File: config.mk
export PLATFORM = sky130hd
export DESIGN_NAME = jk_bank_sequencer
export DESIGN_NICKNAME = d
export VERILOG_FILES = /design/src/rtl/jk_bank_sequencer.sv
export SDC_FILE = /design/constraint.sdc
export NUM_CORES = 1
export LEC_CHECK = 0
export ABC_CLOCK_PERIOD_IN_PS = 2100
export BUFFER_PORTS_ARGS = -buffer_cell sky130_fd_sc_hd__buf_2
export CORE_ASPECT_RATIO = 1.2
export CORE_MARGIN = 3
export CORE_UTILIZATION = 51
export CTS_CLUSTER_DIAMETER = 60
export DETAILED_ROUTE_END_ITERATION = 8
export MAX_ROUTING_LAYER = met4
export PLACE_DENSITY = 0.8
export SLEW_MARGIN = 20
export SYNTH_ARGS = -nofsm -noshare
export SYNTH_HDL_FRONTEND = slang
export SYNTH_SLANG_ARGS = --single-unit
File: constraint.sdc
create_clock -name clk -period 2.1 [get_ports clk]
set_input_delay 0.63 -clock clk [delete_from_list [all_inputs] [get_ports clk]]
set_output_delay 0.63 -clock clk [all_outputs]
set_load 0.1 [all_outputs]
File: src/rtl/jk_bank_sequencer.sv
// JK flip-flop bank driven by a small command sequencer.
// Commands run for len+1 edges, then a one-cycle done/err.
module jk_bank_sequencer #(
  parameter int WIDTH = 4
) (
  input  logic             clk,
  input  logic             rst,
  input  logic             cmd_valid,
  output logic             cmd_ready,
  input  logic [2:0]       cmd_op,
  input  logic [WIDTH-1:0] cmd_mask,
  input  logic [3:0]       cmd_len,
  output logic [WIDTH-1:0] j_out,
  output logic [WIDTH-1:0] k_out,
  output logic [WIDTH-1:0] q,
  output logic             busy,
  output logic             done,
  output logic             err
);

  localparam logic [2:0] OP_NOP = 3'b000;
  localparam logic [2:0] OP_SET = 3'b001;
  localparam logic [2:0] OP_CLR = 3'b010;
  localparam logic [2:0] OP_TGL = 3'b011;
  localparam logic [2:0] OP_UP  = 3'b100;
  localparam logic [2:0] OP_DN  = 3'b101;

  typedef enum logic [1:0] {
    IDLE,
    EXEC,
    DONE
  } state_t;

  state_t           state;
  logic [2:0]       op;
  logic [WIDTH-1:0] mask;
  logic [3:0]       rem;
  logic [WIDTH-1:0] up_t;
  logic [WIDTH-1:0] dn_t;
  logic             legal;

  assign legal = !(cmd_op[2] && cmd_op[1]);

  // Ripple toggle enables: bit i flips when all lower bits are 1 (up) / 0 (down)
  always_comb begin
    up_t    = '0;
    dn_t    = '0;
    up_t[0] = 1'b1;
    dn_t[0] = 1'b1;
    for (int i = 1; i < WIDTH; i++) begin
      up_t[i] = up_t[i-1] & q[i-1];
      dn_t[i] = dn_t[i-1] & ~q[i-1];
    end
  end

  always_comb begin
    j_out = '0;
    k_out = '0;
    if (state == EXEC) begin
      unique case (1'b1)
        (op == OP_SET): j_out = mask;
        (op == OP_CLR): k_out = mask;
        (op == OP_TGL): begin
          j_out = mask;
          k_out = mask;
        end
        (op == OP_UP): begin
          j_out = up_t;
          k_out = up_t;
        end
        (op == OP_DN): begin
          j_out = dn_t;
          k_out = dn_t;
        end
        default: begin
          j_out = '0;
          k_out = '0;
        end
      endcase
    end
  end

  always_ff @(posedge clk or posedge rst) begin
    if (rst) begin
      q <= '0;
    end else begin
      q <= (j_out & ~q) | (~k_out & q);
    end
  end

  always_ff @(posedge clk or posedge rst) begin
    if (rst) begin
      state     <= IDLE;
      op        <= OP_NOP;
      mask      <= '0;
      rem       <= '0;
      cmd_ready <= 1'b1;
      busy      <= 1'b0;
      done      <= 1'b0;
      err       <= 1'b0;
    end else begin
      unique case (state)
        IDLE: begin
          if (cmd_valid) begin
            op        <= cmd_op;
            mask      <= cmd_mask;
            cmd_ready <= 1'b0;
            busy      <= 1'b1;
            if (legal) begin
              state <= EXEC;
              rem   <= cmd_len;
            end else begin
              state <= DONE;
              done  <= 1'b1;
              err   <= 1'b1;
            end
          end
        end
        EXEC: begin
          if (rem == 4'd0) begin
            state <= DONE;
            done  <= 1'b1;
          end else begin
            rem <= rem - 4'd1;
          end
        end
        DONE: begin
          state     <= IDLE;
          cmd_ready <= 1'b1;
          busy      <= 1'b0;
          done      <= 1'b0;
          err       <= 1'b0;
        end
        default: begin
          state     <= IDLE;
          cmd_ready <= 1'b1;
          busy      <= 1'b0;
          done      <= 1'b0;
          err       <= 1'b0;
        end
      endcase
    end
  end

endmodule

# Word-level counts from Yosys, hierarchy flattened
# Index checks and enable logic that the tools add are counted.
# totals
ff_bits,21
latchBits,0
ramBits,0
rom_bits,0
in_bits,14
output_inout_bits,16
memories,0
# classes
n_addsub,1
mul,0
n_div,0
order_cmp,0
n_eq_ne,11
n_shift,0
muxes,21
n_bitwise,13
n_reduce_logical,12
# op_table
op,n
one-hot mux 4 bit (3 select lines),2
two-way mux 4 bit,5
bitwise AND 4 bit,2
inequality test 2 bit (second input constant),4
NOT 4 bit,2
one-hot mux 1 bit (2 select lines),4
one-hot mux 4 bit (2 select lines),1
== test 3 x 2 -> 1 bit (second input constant),2
== test 3 bit (second input constant),2
two-way mux 2 bit,3
AND reduction 2 bit,3
AND reduction 3 bit,2
two-way mux 1 bit,5
bitwise AND 1 bit,4
logical NOT 4 bit,1
NOT 1 bit,4
OR 4 bit,1
one-hot mux 2 bit (2 select lines),1
AND reduction 4 bit,1
OR reduction 2 bit,2
subtractor 4 x 1 -> 4 bit (second input constant),1
== test 3 x 1 -> 1 bit (second input constant),1
== test 2 x 1 -> 1 bit (second input constant),1
logical NOT 2 bit,1
3 further kinds,3

# Logic depth before layout (Yosys ltp)
# Gate-level depths: netlist of the first run.
# logic_depth
word_depth,8
mapped_depth,6
depth_no_buf,6

# Worst setup path after synthesis of the first run
# No wires, ideal clock.
# synth_timing
kind,register to output
from,register q[0]
to,output k_out[3]
t_arrival_ns,2.951
path_slack_ns,-1.481
stages_incl_launch_ff,5
cell_sequence,dfrtp_1 > buf_4 > and4b_1 > o21ai_1 > a21oi_1
# synth_via
elab_chain_len,5
word_cells_on_any_way,7
classes_between,mux (2); bitwise (5)
# synth_rtl
item,line_no,rtl
start: declaration,15,"output logic [WIDTH-1:0] q,"
start signal: assignment,87,q <= (j_out & ~q) | (~k_out & q);
NOT 1 bit,52,dn_t[i] = dn_t[i-1] & ~q[i-1];
bitwise AND 1 bit (2 in a row),52,
one-hot mux 4 bit (3 select lines) *,60,unique case (1'b1)
two-way mux 4 bit *,59,if (state == EXEC) begin
end: declaration,14,"output logic [WIDTH-1:0] k_out,"
# Every way passes the cells marked *; elsewhere a longest branch is shown, timed or not.

# Worst setup path after layout of the first run
# layout_timing
from,register q[0]
to,output j_out[2]
# layout_via
elab_chain_len,4
word_cells_on_any_way,5
classes_between,mux (2); bitwise (3)
# layout_rtl
item,line_no,rtl
NOT 1 bit,52,
bitwise AND 1 bit,52,
one-hot mux 4 bit (3 select lines) *,60,
two-way mux 4 bit *,59,
end: declaration,13,"output logic [WIDTH-1:0] j_out,"
# Marks and branches as above.

==> reports/metrics.yaml, run 1 <==
synth:
  synth-async-reset-ratio: 1.000
  synth_nets: 130
  synth_area_leader_cell: "dfrtp_1"
  ys.flop_type: "dfrtp_1"
  synth_top_cells_by_area: "dfrtp_1 (44%), a21oi_1 (4.8%), mux2_1 (3.9%)"
  netlist.area_leader.share: 0.4367
  yosysWarningCount: 0
  syn_area_mm2: 0.001146
  ys_seq_elements: 21
  ys_seq_area_frac: 0.4596
  synth_cell_types: 41
  synthCells: 115
  syn_area_per_cell_um2: 9.966
  synth_edf_count: 0
placed_design:
  io_buffers: 29
  gp_congestion: 0.8613
  placed_area_mm2: 0.001554
  post-dp-hpwl_um: 2012
timing:
  rsz0062_at_grt: "true"
  worst_slew_pin_slew_ns: 0.5004
  finalMaxSlewViolations: 0
  finalWorstSetupSlack_ns: -0.2390
  hold_viol: 0
  setup_tns_ns: -1.081
  maxSlewHeadroom: 0.6687
  fin_crit_ns: 2.339
  post-route-period-util: 1.114
  setup_viol: 7
  finalClockSkew_ns: 0.001909
  fmax_ghz: 0.4275
worst_setup_path:
  slowest_stage: "dfrtp_4"
  critPathRequiredTime_ns: 1.47
  cp-start-kind: "flip-flop"
  crit_buf_inv: 1
  endpoint_kind: "output pin"
  cp_top_family: "flip-flops"
  worst-path-max-fanout: 5
  cp.arrival_ns: 1.71
  critical_path_class: "flip-flop to output pin"
  crit_path_cell_trace: "nor2b_4, a32o_2, a31oi_4, nor2_4, buf_12"
  critPathMaxStageDelay_ns: 0.54
drt:
  postRouteAntennaNets: 0
  drc: 0
  first_pass_iters: 5
  dr_total_vias: 1067
  wl_um: 3025
  vias_per_cell: 5.676
  avgRoutedWirePerCell_um: 16.09
  drtIter0Drc: 22
final_layout:
  nets: 174
  synthToLayoutAreaGrowth_pct: 49.24
  post-route-util: 0.8166
  diodes: 0
  drive_above_1_share: 0.5253
  final_area_mm2: 0.001710
cts:
  cts-root-buf: "clkbuf_4"
  clk_pin_slew_ns: 0.12
  cts_sinks: 21
  htreeDepth: 1
  tritoncts: "yes"
  cts_buffer_depth: 2
  clk_latency_ns: 0.30
  cts_buffers: 3
die:
  core_area_mm2: 0.002095
  die_x_um: 49.28
  die_h_um: 57.93
  io_pins: 30
  fp-row-count: 18
  start_util: 0.5472
  die_area_mm2: 0.002855
global_routing:
  first_global_vias: 1097
  grt_max_degree: 16
  grt_pass1_wl_um: 4671
  grt_overflow: 0
  track_usage: 0.2163
  antenna_found_initial: 0
run:
  max_cap_violations: 0
run_status:
  run_status: "finished with violations"
  violations: "negative setup slack"
min_path:
  min_path_type: "input pin to async pin"
per-stage QoR:
stage	hold slack [ns]	std cells	worst slack (ns)
6_report	0.2751	188	-0.2390
3_3_place_gp	0.4632	175	0.08772
4_1_cts	0.2892	184	-0.2003
5_1_grt	0.2951	188	-0.2895
3_5_place_dp	0.4632	175	0.05152
2_1_floorplan	0.4805	115	-0.4868
worst register-to-register path: stages (launching register included):
cell,delay (ns)
dfrtp_4,0.54
nor4b_4,0.24
o21ai_2,0.11
buf_4,0.15
a21oi_4,0.16
buf_4,0.13
buf_4,0.09
mux2i_1,0.05
cells by family (layout without fill, tap and decap cells):
kind of cell | Yosys count | count (layout) | synth area share
DFF | 21 | 21 | 0.4596
buffers and inverters | 12 | 55 | 0.05459
AOI/OAI and AO/OA | 32 | 32 | 0.1910
and+or+nand+nor | 40 | 40 | 0.2009
muxes | 7 | 7 | 0.06768
adders and majority gates | 1 | 1 | 0.01092
xor gates and xnor gates | 2 | 2 | 0.01529
metal layers:
| layer | up-vias | GRT usage | share of wire |
|---|---|---|---|
| met3 | 4 | 0.03085 | 0.035 |
| li1 | 497 | - | - |
| met2 | 29 | 0.3946 | 0.57 |
| met1 | 537 | 0.2504 | 0.39 |
| met5 | - | - | 0 |
| met4 | 0 | 0.04878 | 0.0063 |
layout make-up:
cell class / count / area, um^2
Clock buffer: 4 / 26.28
Fill cell: 127 / 384.1
Inverter: 7 / 30.03
Multi-Input combinational cell: 82 / 699.4
Sequential cell: 21 / 535.5
Tap cell: 30 / 37.54
Timing Repair Buffer: 44 / 381.6
what timing repair did:
| item | in CTS | in global routing |
|---|---|---|
| resized for setup | 6 | 13 |
| hold buffers | 0 | 0 |
| setup endpoints to repair | 8 | 8 |
| setup buffers | 5 | 4 |
| pin swaps | 3 | 3 |
| endpoints found under the hold margin | 0 | 0 |
| gates cloned | 0 | 0 |
layout by cell type (no fill, tap or decap), drive strengths merged, types with 2 or more instances in the layout:
cell type and count:
o31ai 3, mux2 6, nor2b 5, nand3 4, dfrtp 20, a22oi 3
clkbuf 4, a21oi 11, nand2b 2, o22ai 3, nor2 12, buf 44
inv 6, nand2 9, a31oi 2, nor3b 2, o21ai 4
registers in the layout (all words and copies together) (netlist names):
signal     cells
busy           1
cmd_ready      1
done           1
err            1
mask           4
op             3
q              4
rem            4
state          2
Yosys cell counts (2+ instances only):
master	number
a21oi_1	11
a22oi_1	3
a31oi_1	2
buf_2	2
buf_4	2
dfrtp_1	20
inv_1	7
mux2_1	4
mux2_2	2
nand2_1	8
nand3_1	4
nor2_1	12
nor2b_1	5
o21ai_0	2
o21ai_1	2
o22ai_1	3
o31ai_1	2
path summary, 6_finish.rpt:
check,endpoint,cells past startpoint,slack [ns],start
worst max register to register,q[3],7,0.54,q[0]
min in group clk,q[3],1,0.48,q[3]
worst max-delay path,j_out[2],5,-0.24,q[0]
max in group asynchronous,q[2],3,1.31,rst
worst min register to register,q[3],1,0.48,q[3]
worst min-delay path,q[0],2,0.28,rst
Power of run 1 is left out: the tool's default activity adds up to more than one toggle a clock period on the data nets, which glitch-free logic cannot reach.
==> run 2, diff against run 1 <==
TNS_END_PERCENT = 10   (was unset)
==> run 2 against run 1 <==
Against the previous run:
- the run still ends with negative setup slack left
- final cell count down 2.7%
- routed wire length up 0.83%
- sequential cell count is the same
- die area did not move
- hold slack improved by 0.035 ns
- maximum frequency down 0.55%
- sequential share of layout area grew 1.4 points
- highest routed layer unchanged
==> reports/metrics.yaml, run 2 (synthesis results as in run 1) <==
drt:
  drtIter0Drc: 34  # +55%
  avgRoutedWirePerCell_um: 16.67  # +3.6%
  drc: 0  # unchanged
  dr_total_vias: 1045  # -2.1%
  wl_um: 3050  # +0.83%
  first_pass_iters: 4  # -1
  vias_per_cell: 5.710  # +0.61%
  postRouteAntennaNets: 0  # unchanged
run_status:
  run_status: "finished with violations"
  violations: "negative setup slack"
min_path:
  min_path_type: "input pin to async pin"
run:
  max_cap_violations: 0  # unchanged
worst_setup_path:
  critical_path_class: "flip-flop to output pin"
  worst-path-max-fanout: 6  # +1
  cp-start-kind: "flip-flop"
  critPathRequiredTime_ns: 1.47  # about the same
  endpoint_kind: "output pin"
  cp.arrival_ns: 1.72  # about the same
timing:
  rsz0062_at_grt: "true"
  fmax_ghz: 0.4252  # -0.55%
  maxSlewHeadroom: 0.6773  # +0.008618
  post-route-period-util: 1.120  # +0.006148
  finalMaxSlewViolations: 0  # unchanged
  holdWs_ns: 0.3100  # +0.03483 ns
  fin_crit_ns: 2.352  # +0.01291 ns
  finalClockSkew_ns: 0.004526  # +0.002616 ns
  hold_viol: 0  # unchanged
  setup_viol: 8  # +1
  finalWorstSetupSlack_ns: -0.2519  # -0.01291 ns
  worst_slew_pin_slew_ns: 0.4874  # -0.01302 ns
die:
  die_x_um: 49.28  # unchanged
  io_pins: 30  # unchanged
  start_util: 0.5472  # unchanged
  core_area_mm2: 0.002095  # unchanged
  die_area_mm2: 0.002855  # unchanged
  fp-row-count: 18  # unchanged
  die_h_um: 57.93  # unchanged
placed_design:
  io_buffers: 29  # unchanged
  post-dp-hpwl_um: 2043  # +1.6%
  gp_congestion: 0.8641  # +0.33%
global_routing:
  grt_max_degree: 16  # unchanged
  grt_overflow: 0  # unchanged
  grt_pass1_wl_um: 4926  # +5.5%
  track_usage: 0.2319  # +0.01554
  first_global_vias: 1047  # -4.6%
  antenna_found_initial: 0  # unchanged
final_layout:
  nets: 169  # -2.9%
  drive_above_1_share: 0.5098  # -0.01551
  layout_commonest_cell: "buf_2"
  diodes: 0  # unchanged
  top_regs: "mask: 4 flops, q: 4 flops, rem: 4 flops"
  mostFrequentLayoutCells: "buf_2 (21), dfrtp_1 (14), a21oi_1 (9), buf_4 (9)"
  synthToLayoutAreaGrowth_pct: 43.01
cts:
  tritoncts: "yes"
  cts-root-buf: "clkbuf_4"
  clk_pin_slew_ns: 0.12  # about the same
  clk_latency_ns: 0.31  # about the same
  cts_sinks: 21  # unchanged
  cts_buffer_depth: 2  # unchanged
  htreeDepth: 1  # unchanged
  cts_buffers: 3  # unchanged
-- run 2: critical path, stage by stage, from the launching register on --
cell and delay (ns):
dfrtp_4 0.52, buf_6 0.15, nor2_4 0.13, a22oi_2 0.11, o31ai_4 0.28, buf_12 0.22
-- run 2: timing repair --
item / 4_1_cts / 5_1_grt
endpoints found under the setup margin: 8 / 8
endpoints found under the hold margin: 0 / 0
pin swaps: 5 / 2
resized for setup: 12 / 3
setup buffers: 3 / 1
hold buffers: 0 / 0
-- run 2: cell type report --
cell class	count	area, um^2
multi-input combinational	82	663.1
sequential	21	536.8
fill	148	455.4
timing repair buffer	39	344.1
tap	30	37.54
inverter	7	30.03
clock buffer	3	22.52
clock inverter	1	5.005
-- run 2: worst paths after layout --
kind / from / slack (ns) / cells past startpoint / end
min in group clk: q[3] / 0.49 / 1 / q[3]
worst max-delay path: q[0] / -0.25 / 5 / k_out[2]
worst min register to register: q[3] / 0.49 / 1 / q[3]
worst max register to register: rem[0] / 0.56 / 6 / rem[0]
max in group asynchronous: rst / 1.20 / 3 / cmd_ready
worst min-delay path: rst / 0.31 / 2 / q[3]
-- run 2: stage by stage --
| step | utilization | worst slack (ns) | cell area (um^2) | cells | setup TNS, ns |
|---|---|---|---|---|---|
| floorplan | - | -0.4876 | 1214 | 115 | -2.424 |
| global placement | 0.7264 | 0.07493 | 1521 | 175 | 0 |
| detailed placement | 0.7264 | 0.04871 | 1521 | 175 | 0 |
| CTS | 0.7718 | -0.2312 | 1617 | 182 | -1.084 |
| global route | 0.7826 | -0.3523 | 1639 | 183 | -1.935 |
| finish | 0.7826 | -0.2519 | 1639 | 183 | -1.334 |
-- run 2: per-layer routing --
layer  GRT usage  share of wire
met1      0.2929           0.39
met5           -              0
met4     0.09756          0.012
met2      0.3870           0.54
met3     0.01542          0.060
Power of run 2 is left out for the same reason.
